==> src/rtl/ram_arbiter.sv <==
// Round-robin arbiter sharing one RAM port among NREQ requesters. A grant is
// held across a locked multi-beat block transfer, up to MAXBEATS beats.
module ram_arbiter #(
  parameter int unsigned NREQ     = 3,
  parameter int unsigned MAXBEATS = 2,
  parameter int unsigned WORD_W   = 32
) (
  input  logic                     CLK,
  input  logic                     RST,
  input  logic [NREQ-1:0]          req_ren,
  input  logic [NREQ-1:0]          req_wen,
  input  logic [NREQ-1:0]          req_lock,
  input  logic [NREQ*WORD_W-1:0]   req_addr,
  input  logic [NREQ*WORD_W-1:0]   req_store,
  output logic [NREQ*WORD_W-1:0]   req_load,
  output logic [NREQ-1:0]          req_wait,
  output logic [NREQ-1:0]          req_err,
  output logic                     ramREN,
  output logic                     ramWEN,
  output logic [WORD_W-1:0]        ramaddr,
  output logic [WORD_W-1:0]        ramstore,
  input  logic [WORD_W-1:0]        ramload,
  input  logic [1:0]               ramstate,
  output logic                     grant_valid,
  output logic [((NREQ > 1) ? $clog2(NREQ) : 1)-1:0] grant_id
);

  localparam int unsigned IdW = (NREQ > 1) ? $clog2(NREQ) : 1;
  localparam int unsigned BeatW = $clog2(MAXBEATS + 1);

  localparam logic [1:0] RamAccess = 2'd2;
  localparam logic [1:0] RamError  = 2'd3;

  typedef enum logic [0:0] {StIdle, StOwn} state_e;

  state_e           state_q;
  logic [IdW-1:0]   owner_q;
  logic [IdW-1:0]   rr_ptr_q;
  logic [BeatW-1:0] beats_q;

  logic [NREQ-1:0]  cand;
  logic             found;
  logic [IdW-1:0]   pick;
  logic             ow_ren, ow_wen, ow_lock, ram_en;
  logic [IdW-1:0]   rr_next;
  logic             last_beat;
  logic [BeatW-1:0] beats_inc;

  assign cand = req_ren | req_wen;

  // Round-robin pick: first candidate scanning upward from rr_ptr, wrapping.
  always_comb begin
    int unsigned idx;
    idx   = 0;
    found = 1'b0;
    pick  = '0;
    for (int unsigned k = 0; k < NREQ; k++) begin
      idx = int'(rr_ptr_q) + k;
      if (idx >= NREQ) idx = idx - NREQ;
      if (!found && cand[idx[IdW-1:0]]) begin
        found = 1'b1;
        pick  = idx[IdW-1:0];
      end
    end
  end

  // Owner-side decode and beat bookkeeping.
  always_comb begin
    ow_ren    = req_ren[owner_q];
    ow_wen    = req_wen[owner_q];
    ow_lock   = req_lock[owner_q];
    ram_en    = ow_ren | ow_wen;
    rr_next   = (int'(owner_q) == int'(NREQ) - 1) ? '0 : owner_q + 1'b1;
    last_beat = (int'(beats_q) + 1) >= int'(MAXBEATS);
    beats_inc = (beats_q == BeatW'(MAXBEATS)) ? beats_q : beats_q + 1'b1;
  end

  // Port muxing: everything driven from the registered owner while in StOwn.
  always_comb begin
    ramREN      = 1'b0;
    ramWEN      = 1'b0;
    ramaddr     = '0;
    ramstore    = '0;
    req_load    = '0;
    req_wait    = '1;
    req_err     = '0;
    grant_valid = 1'b0;
    grant_id    = '0;
    if (state_q == StOwn) begin
      ramWEN      = ow_wen;
      ramREN      = ow_ren & ~ow_wen;  // write wins when both are set
      ramaddr     = req_addr[owner_q*WORD_W +: WORD_W];
      ramstore    = req_store[owner_q*WORD_W +: WORD_W];
      req_load[owner_q*WORD_W +: WORD_W] = ramload;
      req_wait[owner_q] = (ramstate != RamAccess);
      req_err[owner_q]  = (ramstate == RamError);
      grant_valid = 1'b1;
      grant_id    = owner_q;
    end
  end

  // Grant FSM: arbitrate in StIdle, hold/release in StOwn.
  always_ff @(posedge CLK) begin
    if (RST) begin
      state_q  <= StIdle;
      owner_q  <= '0;
      rr_ptr_q <= '0;
      beats_q  <= '0;
    end else begin
      unique case (state_q)
        StIdle: begin
          if (found) begin
            state_q <= StOwn;
            owner_q <= pick;
            beats_q <= '0;
          end
        end
        StOwn: begin
          if (ramstate == RamError) begin
            // Owner retries through a fresh arbitration.
            state_q  <= StIdle;
            rr_ptr_q <= rr_next;
            beats_q  <= '0;
          end else if (ram_en) begin
            if (ramstate == RamAccess) begin
              if (ow_lock && !last_beat) begin
                beats_q <= beats_inc;
              end else begin
                state_q  <= StIdle;
                rr_ptr_q <= rr_next;
                beats_q  <= '0;
              end
            end
          end else if (!ow_lock) begin
            // Owner dropped its request without lock: abort, no beat counted.
            state_q  <= StIdle;
            rr_ptr_q <= rr_next;
            beats_q  <= '0;
          end
        end
        default: state_q <= StIdle;
      endcase
    end
  end

endmodule

==> config.mk <==
export PLATFORM = sky130hd
export DESIGN_NAME = ram_arbiter
export DESIGN_NICKNAME = d
export VERILOG_FILES = /design/src/rtl/ram_arbiter.sv
export SDC_FILE = /design/constraint.sdc
export NUM_CORES = 1
export LEC_CHECK = 0
export CAP_MARGIN = 5
export CORE_AREA = 2 2 159 161
export DETAILED_ROUTE_END_ITERATION = 10
export DIE_AREA = 0 0 161 163
export GPL_ROUTABILITY_DRIVEN = 0
export SYNTH_ARGS = -nofsm -noshare
export SYNTH_HDL_FRONTEND = slang
export SYNTH_SLANG_ARGS = --single-unit
==> constraint.sdc <==
create_clock -name CLK -period 2.4 [get_ports CLK]
set_input_delay 0.24 -clock CLK [delete_from_list [all_inputs] [get_ports CLK]]
set_output_delay 0.24 -clock CLK [all_outputs]
set_load 0.01 [all_outputs]
; Word level (Yosys, flattened, before mapping)
; Index checks and enable logic that the tools add are counted.
[op_classes]
add_sub_neg = 9
magnitude_cmp = 9
n_eq_ne = 12
shifts = 4
mux = 53
bitwise = 9
reduce_logical = 10
[op_table]
columns = operator, count
row1 = 96-bit by 8-bit indexed part select with 32-bit output, 2
row2 = 96-bit bitwise AND, 1
row3 = 96-bit two-way mux, 1
row4 = 32-bit by 34-bit variable shift with 96-bit output (first input constant), 1
row5 = 32-bit by 34-bit indexed part select with 96-bit output, 1
row6 = 32-bit two-way mux, 2
row7 = 2-bit two-way mux, 20
row8 = 7-bit negation with 34-bit output, 1
row9 = 1-bit two-way mux, 19
row10 = 1-bit binary-select mux with 2-bit select, 6
row11 = 2-bit by 3-bit < comparator with 1-bit output (second input constant), 4
row12 = 3-bit by 2-bit greater-or-equal comparator with 1-bit output (second input constant), 3
row13 = 2-bit equality test (second input constant), 4
row14 = 4-bit by 2-bit != test with 1-bit output (second input constant), 2
row15 = 4-bit AND reduction, 2
row16 = 2-bit by 1-bit adder with 3-bit output (second input constant), 2
row17 = 3-bit two-way mux, 2
row18 = 3-bit by 1-bit != test with 1-bit output (second input constant), 2
row19 = 3-bit OR, 2
row20 = 2-bit subtractor (second input constant), 3
row21 = 5-bit != test (second input constant), 1
row22 = 2-bit by 1-bit adder with 2-bit output (second input constant), 2
row23 = 1-bit logical AND, 4
row24 = 2-bit != test (second input constant), 2
row25 = other kinds (14), 17
[word_totals]
ff_bits = 7
output_inout_bits = 171

; Depth between registers and ports, before layout
; Gate-level depths: netlist (run 1).
[logic_depth]
ltp_word = 13
mapped_depth = 10
ltp_nobuf = 7

; Worst setup path after synthesis (run 1)
; OpenSTA, ideal clock, no wires.
[synth_path]
path_type = register to output
from = reg owner_q[1]
to = out req_load[65]
arrival_time_ns = 2.254
slack_ns = -0.094
path_stages_with_launch = 11
path_cell_list = dfxtp_1 -> buf_6 -> buf_2 -> buf_2 -> inv_1 -> ha_1 -> nor2b_1 -> nand2_1 -> nor3_1 -> clkbuf_1 -> and2_1
[synth_via]
elab_chain_len = 4
word_cells_on_any_way = 5
cone_classes = add/sub: 1 / shift: 2 / mux: 1 / bitwise: 1
[synth_rtl]
columns = item, line
row1 = from (decl), 37  ; logic [IdW-1:0] owner_q;
row2 = from (signal assigned), 114  ; owner_q <= pick;
row3 = 7-bit negation with 34-bit output (*), 94  ; req_load[owner_q*WORD_W +: WORD_W] = ramload;
row4 = 32-bit by 34-bit indexed part select with 96-bit output / 32-bit by 34-bit variable shift with 96-bit output (equally long branches), 94
row5 = 96-bit bitwise AND (no source line) (*), --
row6 = 96-bit two-way mux (*), 89  ; if (state_q == StOwn) begin
row7 = to (decl), 15  ; output logic [NREQ*WORD_W-1:0] req_load,
; Every way passes the cells marked *; elsewhere a longest branch is shown, timed or not.

; Worst setup path after layout (run 1)
[layout_path]
from = reg owner_q[0]
to = out ramstore[20]
[layout_via]
elab_chain_len = 2
[layout_rtl]
columns = item, line
row1 = 96-bit by 8-bit indexed part select with 32-bit output, 93  ; ramstore = req_store[owner_q*WORD_W +: WORD_W];
row2 = 32-bit two-way mux, 89
row3 = to (decl), 21  ; output logic [WORD_W-1:0] ramstore,
; No other way between the ends.

==> metrics, run 1 <==
die height=about 160 µm; layout cells sized above 1=between 7 and 8%; Rel. slew slack=62.74%; post-layout minimum cycle time=2.311 ns; Pre-antenna DRT Iters=4; Final Hold Vio Count=0; CTS sink count=7; fin cells=around 1200; DIE AREA=about 0.026 mm²; CP Max Fanout=11; CTS Root Cell=clkbuf_16; Crit. End Element=output port; most common flop cell mapped by yosys=dfxtp_1; H-tree lvl count=1; Final Cycle Share=96.28%; Worst-Margin Slew=0.5447 ns; routed wire length=19830 µm; placed cell count=approximately 1200; CP Class=reg2out; # fillers=2663; worst path bufs/invs=4; CTS tree=yes; Starting DRT DRC Count=roughly 200; CP cell instances=buf_4 > and2b_4 > buf_12 > buf_4 > a21oi_1 > nor2_1 > clkdlybuf4s50_1; first-pass GRT wire length=between 20000 and 30000 µm; Setup violations, final=0; met3 Usage GRT=2.903%; Antenna Nets Post-Route=0; Yosys cell types=38; crit-path leading delay family=buffers and inverters; worst path required time=2.16 ns; Total GRT Usage=13.91%; TritonCTS Buffers=3; Mapped Nets=738; status=finished clean; number of flops mapped to enable cells by yosys=0; DR vias/cell=3.985; overall power=1898 µW; most common cell after layout, fill and taps aside=clkdlybuf4s50_1; antenna violations before repair=0; critical path's slowest cell=clkdlybuf4s50_1; met2 GRT Util=27.72%; Lkg Pwr=about 0.0036 µW; VDD IR max=151.0 µV; max-cap viol count=0; Area Growth Syn to Fin=157.1%; core area=about 0.025 mm²; hold crit path type=reg2reg; vias post-DR=4890; initial core utilization=12.46%; final design utilization=32.03%; Mean Syn Cell Area=6.248 µm²; die width=161 µm; vias in the first global route=4867; Avg WL per Cell=16.16 µm; met1 usage=15.32%; GR Overflow Total=0; unrepaired setup endpoints after global routing=yes; number of remaining DRC errors=0; Seq/Total Area, Yosys=4.558%; I/O Pins=408; clk_lat worst skew=0.24 ns; area of the multi-input gates=0.002756 mm²; flip-flop and latch area=about 150 µm²; CP max stage delay=0.54 ns; Post-DP HPWL=16030 µm; Synth Register Bits=7; PwrDens=240.1 mW/mm²; synthesized netlist cell count=492; max-slew violations=0; cell mode on critical path=buf_4; highest clock rate=roughly 430 MHz; Core Rows=58; port bufs=407; async set-or-reset flop fraction in the synthesized netlist=0%; largest net degree at the start of global routing=42; DP Area=roughly 0.0077 mm²; Setup Skew=0.002002 ns; grt peak-use layer=met2; Yosys warnings=0; Final nets=1144; WP data arrival=2.07 ns; Critical Path Start Type=flop; design area=0.007904 mm²; CTS Hold Bufs=0; synthesized area=roughly 0.0031 mm²; clock-pin slew on the worst setup and hold paths=roughly 0.04 ns; ANT cells=0; most frequent cells in the layout=clkdlybuf4s50_1 (302), nor2_1 (135), and2_1 (100); reg2reg setup slack=0.14 ns; Clock Path Buffers=2
## kinds of logic after synthesis
logic type	after synthesis	share of synthesized area, %
AOI/OAI and AO/OA	87	17.70
adders and majority gates	11	4.355
buffers and inverters	50	6.634
DFF	7	4.558
muxes	71	23.77
and+or+nand+nor	266	42.98
## flip-flops by register name, indices dropped and copies added (netlist names)
name      count
owner_q       2
state_q       1
beats_q       2
rr_ptr_q      2
## power breakdown
group	switching [µW]	internal (µW)	leakage (µW)	total [µW]
clock network	70.6	219	0.0000409	290
registers	5.22	124	0.0000583	129
logic	625	853	0.00355	1480
## final timing paths
path | start | cells after the start | endpoint
worst min register to register | beats_q[1] | 2 | beats_q[1]
worst max-delay path | owner_q[0] | 7 | ramstore[20]
worst max register to register | owner_q[1] | 8 | beats_q[0]
worst min-delay path | beats_q[1] | 2 | beats_q[1]
## synth_stat cells, types with 2 or more instances
master / number / share of area, %
and2_1: 100 / 20
buf_2: 7 / 1.1
o211ai_1: 2 / 0.49
ha_1: 9 / 3.7
a22oi_4: 2 / 1.4
clkbuf_1: 30 / 3.7
mux2_4: 4 / 2.0
buf_1: 5 / 0.61
and3_1: 3 / 0.61
mux2i_1: 67 / 22
nor2_1: 135 / 16
nand3_1: 2 / 0.33
a21o_1: 2 / 0.49
inv_1: 6 / 0.73
dfxtp_1: 7 / 4.6
nand2b_1: 8 / 1.6
a211o_1: 2 / 0.57
o2111ai_1: 3 / 0.85
nand2_1: 9 / 1.1
nor3_1: 3 / 0.49
a21oi_1: 69 / 11
## final cells by class
class / count / area share (%)
Clock buffer: 3 / 0.9498
Clock inverter: 1 / 0.06332
Inverter: 7 / 0.3324
Multi-Input combinational cell: 435 / 34.87
Sequential cell: 7 / 1.836
Tap cell: 330 / 5.224
Timing Repair Buffer: 444 / 56.72
## through the flow
stage / TNS (ns) / hold WS [ns] / setup WS (ns)
6_report: 0 / 0.4956 / 0.08927
5_1_grt: -0.01065 / 0.5227 / -0.006449
4_1_cts: 0 / 0.5000 / 0.002844
3_5_place_dp: 0 / 0.4921 / 0.1218
3_3_place_gp: 0 / 0.4835 / 0.1308
2_1_floorplan: 0 / 0.4655 / 0.07983
## metal layers
metal,up-vias,wire [µm]
met4,0,149
met5,-,0
met1,2165,7669
met3,11,1584
li1,2450,-
met2,264,10420
## repair_timing
action / 4_1_cts / 5_1_grt
buffers inserted: 0 / 9
cloned: 2 / 1
resized for setup: 88 / 22
endpoints found under the setup margin: 111 / 50
## worst reg2reg max path, delay by kind of cell (launching register included)
family	cells	cell delay, ns
AOI/OAI and AO/OA	2	0.42
and+or+nand+nor	1	0.28
buffers and inverters	3	0.48
DFF	1	0.35
muxes	2	0.63
Power figures use the tool's default switching activity.
==> run 2: changes to the inputs <==
Settings changed: ABC_AREA set to 1, CORE_AREA 2 2 159 161 to 2 2 157 159, DIE_AREA 0 0 161 163 to 0 0 159 161.
==> metrics, run 2 <==
Crit. End Element=output port; layout cells sized above 1=4.493%; internal power=about 2700 µW; top cells by area, synth=nor2_1 (22%), nand2_1 (17%), o21ai_0 (11%), a21oi_1 (11%), nor3b_1 (7.5%); worst path required time=2.16 ns; Clock power frac=5.0%; CP Max Fanout=31; number of remaining DRC errors=0; post-layout minimum cycle time=approximately 2.3 ns; CTS tree=yes; Reg-to-Reg Start=owner_q[1]; combinational group share of total power=91.0%; leading area contributor after synthesis=nor2_1; async set-or-reset flop fraction in the synthesized netlist=0%; Setup Skew=0.0002579 ns; initial core utilization=about an eighth; setup tns final=0 ns; Area Growth Syn to Fin=152.6%; I/O Pins=408; die width=roughly 160 µm; R2R Path End=rr_ptr_q[1]; clk_lat worst skew=0.23 ns; Mapped Nets=909; Seq/Total Area, Yosys=4.496%; Final Cycle Share=96.76%; synth cell count leaders=nor2_1 (182), nand2_1 (142), o21ai_0 (67), a21oi_1 (66), nor3_1 (35); top flop regs=beats_q: 2 flops, owner_q: 2 flops, rr_ptr_q: 2 flops; overall power=5824 µW; vias in the first global route=5714; hold crit path type=reg2reg; Lkg Pwr=0.003986 µW; Critical Path Start Type=flop; PwrDens=739.6 mW/mm²; core area=0.02396 mm²; NetSw=3135 µW; Hold EP=rr_ptr_q[1]; WHS Path Cells=2; first-pass GRT wire length=32660 µm; CTS Root Cell=clkbuf_16; Yosys warnings=0; Final Hold Vio Count=0; hold path start=rr_ptr_q[1]; Worst-Margin Slew=0.4430 ns; CTS sink count=7; Post-DP HPWL=16600 µm; status=finished clean; clock-pin slew on the worst setup and hold paths=~0.040 ns; die height=161 µm; area of the multi-input gates=around 0.0026 mm²; max-cap viol count=0; WP data arrival=2.08 ns; DR vias/cell=4.245; vias post-DR=5815; Clock Path Buffers=2; switch share=53.83%; unrepaired setup endpoints after global routing=yes; Synth Register Bits=7; Starting DRT DRC Count=355; Sequential Power Share=4.0%; number of flops mapped to enable cells by yosys=0; most common flop cell mapped by yosys=dfxtp_1; Rel. slew slack=70.47%; most frequent cells in the layout=clkdlybuf4s50_1 (299), nor2_1 (181), nand2_1 (141); port bufs=407; Core Rows=57; Avg WL per Cell=16.24 µm; CP Class=reg2out; flip-flop and latch area=~150 µm²; highest clock rate=430.6 MHz; routed wire length=22240 µm; Fin Hold WS=roughly 0.50 ns; most common cell after layout, fill and taps aside=clkdlybuf4s50_1; DIE AREA=0.02560 mm²; synthesized netlist cell count=663; Final nets=1293; Antenna Nets Post-Route=0; reg2reg setup slack=0.48 ns; Total GRT Usage=15.68%; Mean Syn Cell Area=4.701 µm²; Yosys cell types=25; synthesized area=0.003117 mm²; TritonCTS Buffers=3; largest net degree at the start of global routing=42; Pre-antenna DRT Iters=4; VDD IR max=346.1 µV; ANT cells=0; worst reg2reg path depth=12; area share of the largest cell type after synthesis=21.92%; antenna violations before repair=0; count leader, synth=nor2_1; max-slew violations=0; # fillers=2663; GR Overflow Total=0; H-tree lvl count=1; Setup violations, final=0
## run 2: repair_timing
action	4_1_cts	5_1_grt
endpoints found under the hold margin	0	0
pin swaps	0	2
gates cloned	1	2
endpoints found under the setup margin	77	63
resized for setup	57	59
hold buffers	0	0
setup buffers	1	3
## run 2: kinds of logic (layout without fill, tap and decap cells)
logic type                 count (synthesis)  after routing  share of synthesized area, %
adders and majority gates                  9              9                         3.613
and+or+nand+nor                          421            421                         57.93
DFF                                        7              7                         4.496
buffers and inverters                     90            473                         12.04
AOI/OAI and AO/OA                        136            136                         21.92
## run 2: worst max-delay path by stage
stage          startpoint            to  slack [ns]
2_1_floorplan  owner_q[0]  req_load[10]        0.11
4_1_cts        owner_q[0]  req_load[58]       0.004
3_5_place_dp   owner_q[0]  req_load[18]        0.14
3_3_place_gp   owner_q[0]  req_load[59]        0.16
6_report       owner_q[0]  req_load[68]        0.08
5_1_grt        owner_q[1]  ramstore[11]      -0.004
## run 2: final cells by class
cell class / count / area share (%)
Multi-Input combinational cell: 566 / 33.16
Clock buffer: 4 / 1.001
Inverter: 34 / 1.684
Sequential cell: 7 / 1.843
Timing Repair Buffer: 435 / 57.16
Tap cell: 324 / 5.149
## run 2: layer usage
layer,wire length [µm],track usage [%],vias up
li1,-,-,2912
met1,9550,19.45,2613
met2,10940,28.79,268
met3,1444,2.953,22
met4,308,2.190,0
met5,0,0,-
## run 2: power groups by stage
stage / sequential [µW] / clock [µW] / combinational [µW]
4_1_cts: 227 / 295 / 5250
3_3_place_gp: 214 / 0 / 5210
3_5_place_dp: 216 / 0 / 5230
6_report: 231 / 292 / 5300
2_1_floorplan: 191 / 0 / 2750
5_1_grt: 239 / 305 / 5840
## run 2: worst max-delay path: stages (launching register included)
cell,delay (ns)
dfxtp_4,0.42
inv_6,0.06
ha_1,0.24
inv_2,0.11
buf_12,0.19
nand2_1,0.13
nor2_1,0.13
clkdlybuf4s50_1,0.54
## run 2: stage by stage
| step | area (µm²) | std cells | worst slack (ns) | utilization [%] |
|---|---|---|---|---|
| after floorplan | 3117 | 663 | 0.1091 | - |
| after global placement | 7584 | 1359 | 0.1630 | 31.65 |
| after detailed placement | 7584 | 1359 | 0.1374 | 31.65 |
| after CTS | 7651 | 1365 | 0.004343 | 31.93 |
| after global routing | 7874 | 1370 | -0.003910 | 32.86 |
| final | 7874 | 1370 | 0.07777 | 32.86 |
==> run 3: changes to the inputs <==
Settings changed: CAP_MARGIN 5 to 20, PLACE_DENSITY set to 0.57.
==> metrics, run 3 (synthesis gave the netlist of run 2 again) <==
CTS Root Cell=clkbuf_16; max-slew violations=0; # fillers=2635; Fin Hold WS=0.5029 ns; DIE AREA=0.02560 mm²; initial core utilization=13.01%; port bufs=407; Starting DRT DRC Count=363; Clock Path Buffers=2; Final Cycle Share=96.63%; Critical Path Start Type=flop; CTS Hold Bufs=0; Final nets=1298; worst path required time=2.16 ns; cell mode on critical path=buf_12; CP Max Fanout=13; Core Rows=57; hold crit path type=reg2reg; status=finished clean; H-tree lvl count=1; antenna violations before repair=0; Lkg Pwr=between 0.004 and 0.005 µW; Antenna Nets Post-Route=0; max-cap viol count=0; GR Overflow Total=0; clk_lat worst skew=0.23 ns; Setup violations, final=0; die width=between 150 and 200 µm; Pre-antenna DRT Iters=5; routed wire length=approximately 22000 µm; CP cell instances=inv_2 > buf_4 > nor2_4 > buf_12 > buf_12 > nand2_1 > a21oi_1 > clkdlybuf4s50_1; I/O Pins=408; largest net degree at the start of global routing=67; CTS tree=yes; critical path's slowest cell=clkdlybuf4s50_1; Rel. slew slack=57.11%; Avg WL per Cell=16.23 µm; CP max stage delay=0.57 ns; core area=approximately 0.024 mm²; first-pass GRT wire length=32870 µm; WP data arrival=2.08 ns; ANT cells=0; Setup Skew=about 0.0018 ns; top flop regs=beats_q: 2 flops, owner_q: 2 flops, rr_ptr_q: 2 flops; CP Class=reg2out; Worst-Margin Slew=between 0.6 and 0.7 ns; vias post-DR=roughly 5800; most common cell after layout, fill and taps aside=clkdlybuf4s50_1; most frequent cells in the layout=clkdlybuf4s50_1 (305), nor2_1 (182), nand2_1 (142); Post-DP HPWL=~17000 µm; DR vias/cell=around 4.2; vias in the first global route=5692; Area Growth Syn to Fin=158.7%; Final Hold Vio Count=0; die height=~160 µm; PwrDens=about 750 mW/mm²; post-layout minimum cycle time=2.319 ns; highest clock rate=431.2 MHz; overall power=6055 µW; clock-pin slew on the worst setup and hold paths=0.04 ns; Crit. End Element=output port; number of remaining DRC errors=0; layout cells sized above 1=5.138%; Total GRT Usage=16.06%; CTS sink count=7; VDD IR max=881.7 µV; TritonCTS Buffers=3
## run 3: final timing paths
check              start          end  slack (ns)  cells past startpoint
max           owner_q[1]  ramaddr[11]        0.08                      8
min reg2reg  rr_ptr_q[0]  rr_ptr_q[0]        0.50                      2
max reg2reg   owner_q[1]   beats_q[1]        0.60                     13
min          rr_ptr_q[0]  rr_ptr_q[0]        0.50                      2
## run 3: power breakdown
part,switching (µW),leakage [µW],internal (µW)
logic,3030,0.00402,2520
clock network,65.3,0.0000382,221
registers,54.9,0.0000587,166
## run 3: worst max-delay path: cells and delay by family, from the launching register on
| kind | cells | cell delay (ns) |
|---|---|---|
| buffers and inverters | 5 | 1.11 |
| DFF | 1 | 0.34 |
| and+or+nand+nor | 2 | 0.20 |
| AOI/OAI and AO/OA | 1 | 0.18 |
## run 3: area by class of cell
cell class              count  area [µm²]  share of cell area, %
multi-input cells         566        2624                  32.54
inverters                  34       132.6                  1.645
repair buffers            440        4677                  58.01
well taps                 324       405.4                  5.028
flip-flops and latches      7       145.1                  1.800
clock buffers               4       78.83                 0.9777
## run 3: what timing repair did
action | 4_1_cts | 5_1_grt
resized for setup | 47 | 65
setup buffers | 3 | 1
pin swaps | 1 | 1
setup endpoints to repair | 92 | 106
gates cloned | 3 | 1
## run 3: metal layers
layer  part of all wire, %  GRT usage (%)  vias to the layer above  routed length [µm]
li1                      -              -                     2920                   -
met1                    43          20.22                     2595                9555
met2                    49          28.58                      282               10860
met3                   7.2          3.338                       14                1609
met4                   1.3          2.851                        0                 287
met5                     0              0                        -                   0
## run 3: per-stage QoR
step	TNS, ns	worst slack, ns	utilization (%)	instance area, µm²	std cells
6_report	0	0.08078	33.65	8063	1375
5_1_grt	-0.01285	-0.005871	33.65	8063	1375
3_3_place_gp	0	0.07708	32.02	7674	1363
3_5_place_dp	0	0.07974	32.02	7674	1363
4_1_cts	0	0.00007505	32.82	7865	1373
2_1_floorplan	0	0.1091	-	3117	663
